===== src/rtl/p2p_rx_gate.sv =====
// Per-port CMAC rx gate: forwards or discards whole packets under block_rx,
// with wrap-around pass/drop/error packet counters and a passed-byte counter.
module p2p_rx_gate #(
  parameter int DATA_W     = 512,
  parameter int BYTE_CNT_W = 48
) (
  input  logic                  cmac_clk,
  input  logic                  cmac_rst,
  input  logic                  block_rx,
  input  logic                  cnt_clear,
  input  logic                  s_axis_tvalid,
  input  logic [DATA_W-1:0]     s_axis_tdata,
  input  logic [DATA_W/8-1:0]   s_axis_tkeep,
  input  logic                  s_axis_tlast,
  input  logic                  s_axis_tuser_err,
  output logic                  m_axis_tvalid,
  output logic [DATA_W-1:0]     m_axis_tdata,
  output logic [DATA_W/8-1:0]   m_axis_tkeep,
  output logic                  m_axis_tlast,
  output logic                  m_axis_tuser_err,
  output logic [31:0]           pass_pkts,
  output logic [31:0]           drop_pkts,
  output logic [31:0]           err_pkts,
  output logic [BYTE_CNT_W-1:0] pass_bytes,
  output logic                  in_packet
);

  localparam int KEEP_W = DATA_W / 8;

  typedef enum logic [1:0] {IDLE, PASS, DROP} state_t;

  state_t state;
  logic   fwd;
  logic   drop;

  function automatic logic [BYTE_CNT_W-1:0] popcount(input logic [KEEP_W-1:0] k);
    logic [BYTE_CNT_W-1:0] sum;
    sum = '0;
    for (int unsigned i = 0; i < KEEP_W; i++) begin
      sum = sum + BYTE_CNT_W'(k[i]);
    end
    return sum;
  endfunction

  // block_rx only matters on the first beat of a packet (IDLE state).
  always_comb begin
    fwd  = 1'b0;
    drop = 1'b0;
    if (s_axis_tvalid) begin
      case (state)
        IDLE:    begin fwd = !block_rx; drop = block_rx; end
        PASS:    fwd  = 1'b1;
        DROP:    drop = 1'b1;
        default: ;
      endcase
    end
  end

  always_ff @(posedge cmac_clk) begin
    if (cmac_rst) begin
      state            <= IDLE;
      m_axis_tvalid    <= 1'b0;
      m_axis_tdata     <= '0;
      m_axis_tkeep     <= '0;
      m_axis_tlast     <= 1'b0;
      m_axis_tuser_err <= 1'b0;
    end else begin
      m_axis_tvalid    <= fwd;
      m_axis_tdata     <= fwd ? s_axis_tdata : '0;
      m_axis_tkeep     <= fwd ? s_axis_tkeep : '0;
      m_axis_tlast     <= fwd & s_axis_tlast;
      m_axis_tuser_err <= fwd & s_axis_tuser_err;
      if (s_axis_tvalid) begin
        case (state)
          IDLE:      if (!s_axis_tlast) state <= block_rx ? DROP : PASS;
          PASS, DROP: if (s_axis_tlast) state <= IDLE;
          default:   state <= IDLE;
        endcase
      end
    end
  end

  always_ff @(posedge cmac_clk) begin
    if (cmac_rst || cnt_clear) begin
      pass_pkts  <= '0;
      drop_pkts  <= '0;
      err_pkts   <= '0;
      pass_bytes <= '0;
    end else begin
      if (fwd)                                      pass_bytes <= pass_bytes + popcount(s_axis_tkeep);
      if (fwd && s_axis_tlast)                      pass_pkts  <= pass_pkts + 32'd1;
      if (fwd && s_axis_tlast && s_axis_tuser_err)  err_pkts   <= err_pkts + 32'd1;
      if (drop && s_axis_tlast)                     drop_pkts  <= drop_pkts + 32'd1;
    end
  end

  assign in_packet = (state != IDLE);

endmodule


===== config.mk =====
export PLATFORM = sky130hd
export DESIGN_NAME = p2p_rx_gate
export DESIGN_NICKNAME = d
export VERILOG_FILES = /design/src/rtl/p2p_rx_gate.sv
export SDC_FILE = /design/constraint.sdc
export NUM_CORES = 1
export LEC_CHECK = 0
export CORE_AREA = 8 8 499 501
export CTS_BUF_LIST = sky130_fd_sc_hd__clkbuf_2 sky130_fd_sc_hd__clkbuf_4 sky130_fd_sc_hd__clkbuf_8
export CTS_CLUSTER_SIZE = 16
export DETAILED_ROUTE_END_ITERATION = 12
export DIE_AREA = 0 0 507 509
export PLACE_DENSITY = 0.39
export SLEW_MARGIN = 25
export SYNTH_ARGS = -nofsm -noshare
export SYNTH_HDL_FRONTEND = slang
export SYNTH_SLANG_ARGS = --single-unit
export TNS_END_PERCENT = 10

===== constraint.sdc =====
create_clock -name cmac_clk -period 13.3 [get_ports cmac_clk]
set_clock_uncertainty 0.15 [all_clocks]
set_input_delay 2.66 -clock cmac_clk [delete_from_list [all_inputs] [get_ports cmac_clk]]
set_output_delay 2.66 -clock cmac_clk [all_outputs]
set_load 0.01 [all_outputs]

==> summary.txt <==
Drt
  – TritonRoute pass-1 iters: 5
  – DR vias: 23400
  – DR DRC count: 0
  – Initial DRC Count: 1386
  – Post-Route WL: 195000 um
  – Final ANT Viol Nets: 0
  – Wire per inst: 27.8 um
  – Post-DR vias/cell: 3.33

Floorplanning
  – DIE AREA: 258000 um2
  – Die height: 509 um
  – Die width: 507 um
  – IO Pins: 1307
  – Row count: 181
  – Starting Density: 10.2%
  – Core Region: 241000 um2

Timing
  – WHS: 325 ps
  – Unrepaired setup endpoints after global routing: false
  – Slew Viols, Final: 0
  – Setup TNS: 0 ps
  – Final Hold Fails: 0
  – Worst slew margin: 26.2%
  – Max Clock Freq: 103 MHz
  – Final setup viols: 0
  – Period Utilization, post-route: 73.0%
  – Post-layout min period: 9710 ps
  – Tightest Pin Transition: 1100 ps

Synth
  – Post-synthesis sequential area ratio: 58.9%
  – Fraction of registers with async set/reset: 0%
  – Synth warn: 0
  – Post-Synth Adder-Cell Area: 6.23%
  – Cells after synthesis: 2315
  – Simple-gate share of the synthesized area: 23.2%
  – Compound-Gate Fraction of Synth Area: 4.90%
  – Largest family of logic cells by synthesized area: simple AND/OR/NAND/NOR gates
  – Synth Cell Area: 24600 um2
  – Most used DFF post-synth: dfxtp_1
  – Xor-xnor portion of the synthesized cell area: 2.17%
  – Mux contribution to synthesized area: 0.894%
  – FF+latch count, synth: 725
  – Mapped Nets: 2987
  – Post-synth EDFFs: 0
  – Synth unique cells: 54
  – Syn avg cell area: 10.6 um2

Layout
  – Final Core Density: 18.7%
  – P&R area growth vs syn: 83.3%
  – Fraction of layout cells with a size suffix above 1: 8.44%
  – Fin nets: 4363
  – Layout fillers: 26800
  – Post-Layout Cell Count: 7040

Global routing
  – Global-route wire length before repair: 248000 um
  – Gr usage total: 14.4%
  – Number of global-route vias before repair: 23800
  – Initial antenna violation count: 233
  – Largest net degree at the start of global routing: 115
  – Global route overflow: 0

Hold path
  – Hold EP: pass_bytes[5]
  – Hold Path Class: reg -> reg
  – Cell depth of the worst hold path: 2
  – Min-Delay Startpoint: pass_bytes[5]

Clock network
  – Sink Count: 725
  – CTS tree: done
  – CTS clk-pin slew, worst paths: 60 ps
  – Cts bufs inserted: 158
  – Setup Fix Bufs, Post-CTS: 0
  – H-tree depth: 4
  – Bufs on Longest Clock Path: 3
  – Root buffer cell: clkbuf_8
  – Post-CTS sizing: 0
  – Hold_buf cts: 0
  – Worst-skew pair later-pin latency: 880 ps

Setup path
  – Crit path max fanout: 27
  – Worst r2r dst: pass_bytes[34]
  – CP Capture Type: flop
  – Crit path launch type: primary input
  – R2r setup slk: 6060 ps
  – R2r startpoint: pass_bytes[0]
  – Reg2reg path depth: 18
  – Worst Setup Path Type: in -> reg
  – Worst Path Required: 13960 ps
  – Arr. time, crit path: 10370 ps

Run status
  – Status: finished, final reports clean

Flow run
  – Max-Cap Viols: 0

Power and ir drop
  – Clock Power Share: 38.1%
  – Peak supply drop: 532 uV
  – Switching share of power: 33.1%
  – Sequential share of power: 30.6%
  – Leakage: 0.0164 uW
  – Gate power share: 31.3%
  – Pint: 4970 uW
  – Psw: 2460 uW
  – Power consumption: 7430 uW
  – Power Density: 165 nW/um2

Placed design
  – Routability Congestion: 0.909
  – Placed insts: 6733
  – DP HPWL: 168000 um
  – IO Port Bufs: 1306
[stage by stage]
stage          instance area, um2  setup slack [ps]
6_report                    45100              3590
5_1_grt                     45100              3430
4_1_cts                     45000              3750
3_5_place_dp                41500              2730
3_3_place_gp                41500              2800
2_1_floorplan               24600              4100
[cells by family (layout without fill, tap and decap cells)]
logic type / count (synthesis) / count (layout)
other: 0 / 34
adder cells (fa/ha/maj): 89 / 89
AND/OR/NAND/NOR: 1003 / 1003
AO/OA/AOI/OAI: 180 / 180
XOR/XNOR: 61 / 61
buffers and inverters: 235 / 1724
flip-flops: 725 / 725
multiplexers: 22 / 22
[cell type report]
| class | count | area (um2) | share of cell area (%) |
|---|---|---|---|
| flip-flops and latches | 725 | 14500 | 32.1 |
| repair buffers | 1335 | 13300 | 29.5 |
| multi-input cells | 1355 | 9260 | 20.5 |
| well taps | 3202 | 4010 | 8.87 |
| clock buffers | 234 | 2930 | 6.50 |
| clock inverters | 39 | 616 | 1.36 |
| inverters | 116 | 435 | 0.964 |
| diodes | 34 | 85.1 | 0.188 |
[power by group through the flow]
stage / Sequential [uW] / Clock (uW) / Combinational, uW
floorplan: 2350 / 0 / 1420
global placement: 2320 / 0 / 2340
detailed placement: 2320 / 0 / 2350
CTS: 2280 / 2970 / 2360
global route: 2280 / 3060 / 2630
finish: 2270 / 2830 / 2330
[routing by layer]
| metal | global-route usage, % | wire length (um) | share of wire (%) | vias to the layer above |
|---|---|---|---|---|
| met1 | 16.6 | 76000 | 39 | 11100 |
| met2 | 24.1 | 90800 | 46 | 1472 |
| met3 | 6.92 | 22100 | 11 | 477 |
| li1 | - | - | - | 10400 |
| met4 | 3.46 | 6290 | 3.2 | 50 |
| met5 | 0 | 329 | 0.17 | - |
[worst max-delay path: stages]
cell and delay [ps]:
clkdlybuf4s50_1 460, inv_1 70, fa_1 780, inv_1 150, fa_1 440, fa_1 540
inv_1 60, fa_1 540, inv_1 70, fa_1 530, fa_1 440, fa_1 540
inv_1 50, fa_1 520, fa_1 450, nor2b_1 220, o2111ai_1 140, buf_4 210
a2111o_1 810, a211oi_1 440, mux2i_1 210
[registers in the layout (all words and copies together), names as in the netlist, 2 cells and up]
register      flops
pass_bytes       48
state             2
err_pkts         32
m_axis_tkeep     64
pass_pkts        32
drop_pkts        32
m_axis_tdata    512
[Yosys cell counts (all sizes together) (3+ instances only)]
master | count | area share, %
xnor2 | 35 | 1.2
inv | 116 | 1.8
nor2 | 85 | 1.3
nand2 | 105 | 1.6
nand3 | 59 | 1.2
nor2b | 3 | 0.076
mux2i | 22 | 0.89
buf | 12 | 0.22
a2111o | 20 | 0.91
a21o | 7 | 0.21
o211ai | 13 | 0.40
or4 | 11 | 0.34
fa | 56 | 4.6
nand4 | 45 | 1.2
and3 | 11 | 0.28
ha | 33 | 1.7
nor4 | 18 | 0.46
or3 | 41 | 1.0
o21a | 3 | 0.091
dfxtp | 725 | 59
clkbuf | 107 | 1.7
and2 | 546 | 14
a21oi | 61 | 1.2
xor2 | 26 | 0.92
and4 | 11 | 0.41
a2111oi | 5 | 0.20
o21ai | 42 | 0.85
nor3 | 60 | 1.2
a211oi | 11 | 0.34
o2111ai | 3 | 0.11
[layout by cell type, fill, tap and decap left out, drive strengths merged, types with 42 or more instances in the layout]
master         Yosys  layout
nor3              60      60
nand2            105     105
and2             546     546
dfxtp            725     725
clkbuf           107     234
nand3             59      59
nor2              85      85
o21ai             42      42
inv              116     125
fa                56      56
clkdlybuf4s50      0    1304
nand4             45      45
a21oi             61      61
[how the worst max path moves through the flow]
| stage | startpoint | depth (start not counted) | slack, ps | endpoint |
|---|---|---|---|---|
| after floorplan | s_axis_tkeep[35] | 21 | 4100 | pass_bytes[18] |
| after global placement | s_axis_tkeep[35] | 21 | 2800 | pass_bytes[34] |
| after detailed placement | s_axis_tkeep[35] | 21 | 2730 | pass_bytes[38] |
| after CTS | s_axis_tkeep[35] | 21 | 3750 | pass_bytes[38] |
| after global routing | s_axis_tkeep[35] | 21 | 3430 | pass_bytes[34] |
| final | s_axis_tkeep[35] | 21 | 3590 | pass_bytes[34] |
No activity file was read; power rests on OpenSTA's default activity.
